**src/rtl/memory_arbiter.sv**
```systemverilog
// memory_arbiter
// Shares one single-ported RAM between an instruction-fetch port and a data
// port. Data accesses normally win, but once STARVE_MAX data grants in a row
// have completed while a fetch was waiting, the next grant goes to the fetch.
//
// Ports
//   CLK, nRST             clock (rising edge) and asynchronous active-low reset
//   iREN, iaddr           instruction fetch request and word address
//   iload, iwait          fetched word and its completion strobe (active low)
//   dREN, dWEN            data read / write requests (write wins if both)
//   daddr, dstore         data address and write value
//   dload, dwait          data read value and completion strobe (active low)
//   ramREN, ramWEN        RAM read / write strobes
//   ramaddr, ramstore     RAM address and write data
//   ramload, ramready     RAM read data and access-complete flag
//   state_dbg             current FSM state (IDLE=0, IGRANT=1, DGRANT=2)
//   streak_dbg            consecutive data grants completed while a fetch waited
//
// Handshake: a requester holds its request (iREN, or dREN/dWEN) until the
// cycle in which its wait output is low. That is the only cycle in which the
// matching load output is valid. A requester that drops its request
// mid-grant abandons the access; the arbiter goes back to IDLE without
// signalling completion. Address, data and strobes are never latched, so they
// reach the RAM combinationally for the whole grant.
module memory_arbiter #(
   parameter int STARVE_MAX = 4
) (
   input  logic                               CLK,
   input  logic                               nRST,
   input  logic                               iREN,
   input  logic [31:0]                        iaddr,
   output logic [31:0]                        iload,
   output logic                               iwait,
   input  logic                               dREN,
   input  logic                               dWEN,
   input  logic [31:0]                        daddr,
   input  logic [31:0]                        dstore,
   output logic [31:0]                        dload,
   output logic                               dwait,
   output logic                               ramREN,
   output logic                               ramWEN,
   output logic [31:0]                        ramaddr,
   output logic [31:0]                        ramstore,
   input  logic [31:0]                        ramload,
   input  logic                               ramready,
   output logic [1:0]                         state_dbg,
   output logic [$clog2(STARVE_MAX+1)-1:0]    streak_dbg
);

   localparam int SW = $clog2(STARVE_MAX + 1);
   localparam logic [SW-1:0] STARVE_LIMIT = SW'(STARVE_MAX);

   typedef enum logic [1:0] {
      IDLE   = 2'd0,
      IGRANT = 2'd1,
      DGRANT = 2'd2
   } state_t;

   state_t          state;
   logic [SW-1:0]   streak;
   logic            d_req;
   logic            i_done;
   logic            d_done;

   assign d_req  = dREN | dWEN;
   // A grant completes only if its requester still wants it when the RAM
   // answers; a dropped request is an abandon, not a completion.
   assign i_done = (state == IGRANT) & iREN  & ramready;
   assign d_done = (state == DGRANT) & d_req & ramready;

   assign state_dbg  = state;
   assign streak_dbg = streak;

   always_ff @(posedge CLK or negedge nRST) begin
      if (!nRST) begin
         state  <= IDLE;
         streak <= '0;
      end else begin
         case (state)
            IDLE: begin
               if (d_req && !(iREN && streak == STARVE_LIMIT))
                  state <= DGRANT;
               else if (iREN)
                  state <= IGRANT;
            end
            // Both completion and abandon return to IDLE, which guarantees
            // at least one IDLE cycle between grants.
            IGRANT: if (!iREN || ramready) state <= IDLE;
            DGRANT: if (!d_req || ramready) state <= IDLE;
            default: state <= IDLE;
         endcase

         // The streak only counts data grants that actually made a fetch wait.
         if (!iREN || i_done)
            streak <= '0;
         else if (d_done && streak != STARVE_LIMIT)
            streak <= streak + SW'(1);
      end
   end

   always_comb begin
      iload    = '0;
      iwait    = 1'b1;
      dload    = '0;
      dwait    = 1'b1;
      ramREN   = 1'b0;
      ramWEN   = 1'b0;
      ramaddr  = '0;
      ramstore = '0;
      case (state)
         IGRANT: begin
            ramREN  = iREN;
            ramaddr = iaddr;
            if (i_done) begin
               iload = ramload;
               iwait = 1'b0;
            end
         end
         DGRANT: begin
            ramaddr  = daddr;
            ramstore = dstore;
            ramWEN   = dWEN;
            ramREN   = dREN & ~dWEN;
            if (d_done) begin
               dwait = 1'b0;
               if (!dWEN) dload = ramload;
            end
         end
         default: ;
      endcase
   end

endmodule

```
**config.mk**
```make
export PLATFORM = sky130hd
export DESIGN_NAME = memory_arbiter
export DESIGN_NICKNAME = d
export VERILOG_FILES = /design/src/rtl/memory_arbiter.sv
export SDC_FILE = /design/constraint.sdc
export NUM_CORES = 1
export LEC_CHECK = 0
export CAP_MARGIN = 10
export CELL_PAD_IN_SITES_DETAIL_PLACEMENT = 1
export CELL_PAD_IN_SITES_GLOBAL_PLACEMENT = 1
export CORE_ASPECT_RATIO = 0.8
export CORE_MARGIN = 8
export CORE_UTILIZATION = 13
export CTS_CLUSTER_DIAMETER = 200
export DETAILED_ROUTE_END_ITERATION = 10
export GPL_ROUTABILITY_DRIVEN = 1
export GPL_TIMING_DRIVEN = 0
export PLACE_DENSITY_LB_ADDON = 0.1
export SYNTH_ARGS = -nofsm -noshare
export SYNTH_HDL_FRONTEND = slang
export SYNTH_SLANG_ARGS = --single-unit
```
**constraint.sdc**
```tcl
create_clock -name CLK -period 2.55 [get_ports CLK]
set_input_delay 0.51 -clock CLK [delete_from_list [all_inputs] [get_ports CLK]]
set_output_delay 0.51 -clock CLK [all_outputs]
set_load 0.005 [all_outputs]
```
==> impl_metrics.tcl <==
set metrics [dict create \
    status "complete, no violations" \
    finClkSkew_ps 2.10 \
    worst_slack_ps 62.7 \
    diodes 0 \
    synthArstFlopShare_pct 100 \
    tightestPinTransition_ps 302 \
    yosysTopAreaCell "and2_1" \
    hold_class "primary input to async pin" \
    first_iter_violations 50 \
    cp_num_buf_inv 6 \
    overflow 0 \
    clock_sinks 5 \
    routed_wl_um 12300 \
    min_period_ps 2490 \
    cts_tree "yes" \
    gp_congestion 0.684 \
    route.detailed.drc 0 \
    drt_pass1_iterations 3 \
    synth_edf_count 0 \
    first_global_vias 3058 \
    worstSetupPathType "flip-flop to output pin" \
    fin_tns_setup_ps 0 \
    ys_warn_count 0 \
    antenna_found_initial 0 \
    max_slew_margin_pct 79.9 \
    crit_top_cell "buf_6" \
    maxCapViolations 0 \
    rsz0062_at_grt "true" \
    grt_max_degree 11 \
    rows 35 \
    cts_buffer_depth 2 \
    max_freq_ghz 0.402 \
    yosysSeqAreaShare_pct 8.07 \
    place_ws_ps -609 \
    timing.final.crit_share_pct 97.5 \
    irDropWorstVdd_v 0.000271 \
    path_cells "inv_4, ha_2, buf_6, nand3_4, nor2_4, buf_6, clkbuf_8, buf_4, and2_1, clkdlybuf4s15_1" \
    synthTopCellsByArea "and2_1, a22oi_1, nor2b_1, dfrtp_1, ha_1" \
    synth_area_mm2 0.00155 \
    fin_util_pct 42.6 \
    yosys-top-cells-count "and2_1, a22oi_1, nor2b_1" \
    port_buffers 270 \
    ys.flop_type "dfrtp_1" \
    crit_slowest_cell "dfrtp_2" \
    layout.nets 678 \
    syn_avg_cell_area_um2 6.74 \
    ys_seq_elements 5 \
    die_h_um 114 \
    cp_data_required_time_ps 2040 \
    clkLatencyLatePin_ps 230 \
    vias 2778 \
    fp.coreArea_mm2 0.0116 \
    clk_pin_slew_ps 30 \
    synth_top_area_share_pct 39.5 \
    io_pins 271 \
    track_usage_pct 14.3 \
    multi_input_area_mm2 0.00139 \
    cts-root-buf "clkbuf_16" \
    die_w_um 138 \
    crit_path_end_kind "output pin" \
    syn_to_final_growth_pct 217 \
    seq_area_um2 128 \
    critPathMaxFanout 5 \
    path_delay_family "buffers and inverters" \
    fill_cells 1420 \
    p_leak_nw 2.51 \
    grt_pass1_wl_um 18400 \
    slowest_delay_ps 420 \
    dp_hpwl_um 10400 \
    final_antenna_net_count 0 \
    synth_most_common_cell "and2_1" \
    synth_nets 371 \
    netlist_instances 230 \
    p_per_area_mw_per_mm2 511 \
    cts_buffers 3 \
    htreeDepth 1 \
    crit_arrival_ps 1980 \
    drv_slew 0 \
    viasPerCell 4.06 \
    layout-drive-gt1-share_pct 16.2 \
    power.total_mw 2.52 \
    setup_viol 0 \
    start_kind "flip-flop" \
    hold_viol_final 0 \
    placedCellCount 648 \
    die_area_mm2 0.0157 \
    stdcell_count 684 \
    initial_utilization_pct 13.4 \
    wl_per_cell_um 17.9 \
    synth_cell_types 21 \
]
## routing by layer
layer	vias to the layer above	GRT usage, %	part of all wire, %
met2	149	25.6	49
met4	0	2.89	0.71
met1	1266	15.9	41
met5	-	0	0
li1	1359	-	-
met3	4	5.32	9.3
## through the flow
stage          cell area [um^2]  hold WS, ps
2_1_floorplan              1550          214
3_3_place_gp               4440          582
3_5_place_dp               4440          599
4_1_cts                    4830          504
5_1_grt                    4920          514
6_report                   4920          500
## final timing paths
kind	from	end	slack, ps	cells after the start
setup / recovery	state_dbg[1]	iload[16]	60	10
hold reg to reg	streak_dbg[1]	streak_dbg[1]	600	2
setup reg to reg	state_dbg[1]	streak_dbg[1]	1000	7
max in group asynchronous	nRST	state_dbg[0]	1850	1
hold / removal	nRST	streak_dbg[2]	500	1
min in group CLK	streak_dbg[1]	streak_dbg[1]	600	2
## logic make-up after synthesis
family / Yosys count / synth area share (%)
and+or+nand+nor: 153 / 59.5
AOI/OAI and AO/OA: 34 / 16.8
buffers and inverters: 26 / 6.94
adders and majority gates: 7 / 5.65
DFF: 5 / 8.07
muxes: 3 / 1.94
xor gates and xnor gates: 2 / 1.13
## what timing repair did
| action | in CTS | in global routing |
|---|---|---|
| hold buffers | 0 | 0 |
| endpoints found under the hold margin | 0 | 0 |
| pin swaps | 2 | 2 |
| gates resized for setup | 129 | 86 |
| setup endpoints to repair | 126 | 95 |
| gates cloned | 3 | 0 |
| setup buffers | 26 | 3 |
## worst reg2reg max path: stages, from the launching register on
cell,delay (ps)
dfrtp_2,420
buf_4,140
ha_1,180
buf_6,140
and2_1,160
nand3_1,130
mux2i_1,200
nor2_1,60
## cell type report
class	instances	share of cell area, %
well taps	148	3.76
flip-flops and latches	5	2.59
clock buffers	4	1.60
inverters	5	0.483
multi-input cells	199	28.2
plain buffers	21	4.30
repair buffers	302	59.1
## cell usage in the layout (no fill, tap or decap), types with 2 or more instances in the layout
| cell type | n |
|---|---|
| a22oi_1 | 29 |
| dlymetal6s2s_1 | 21 |
| dfrtp_2 | 2 |
| inv_4 | 2 |
| buf_4 | 29 |
| inv_1 | 3 |
| ha_4 | 2 |
| buf_6 | 5 |
| nor2_1 | 3 |
| a22oi_2 | 3 |
| clkdlybuf4s15_1 | 6 |
| buf_8 | 3 |
| and2_1 | 98 |
| clkdlybuf4s50_1 | 181 |
| ha_1 | 4 |
| nor2_4 | 2 |
| clkbuf_8 | 7 |
| nand3_1 | 3 |
| dlygate4sd2_1 | 45 |
| dfrtp_1 | 3 |
| clkbuf_4 | 6 |
| nor2b_1 | 32 |
| clkdlybuf4s15_2 | 2 |
| clkbuf_16 | 3 |
| nand2_1 | 9 |
| buf_2 | 2 |
| mux2i_1 | 3 |
| clkbuf_2 | 15 |
| nand3b_1 | 2 |
## power by group
| part | internal, mW | switching [mW] | leakage [nW] |
|---|---|---|---|
| clock network | 0.207 | 0.0497 | 0.0382 |
| registers | 0.0992 | 0.0212 | 0.0645 |
| logic | 1.31 | 0.825 | 2.40 |
## registers in the layout, indices dropped and copies added, names as in the netlist
signal / flops
streak_dbg: 3
state_dbg: 2
Power figures use the tool's default switching activity.
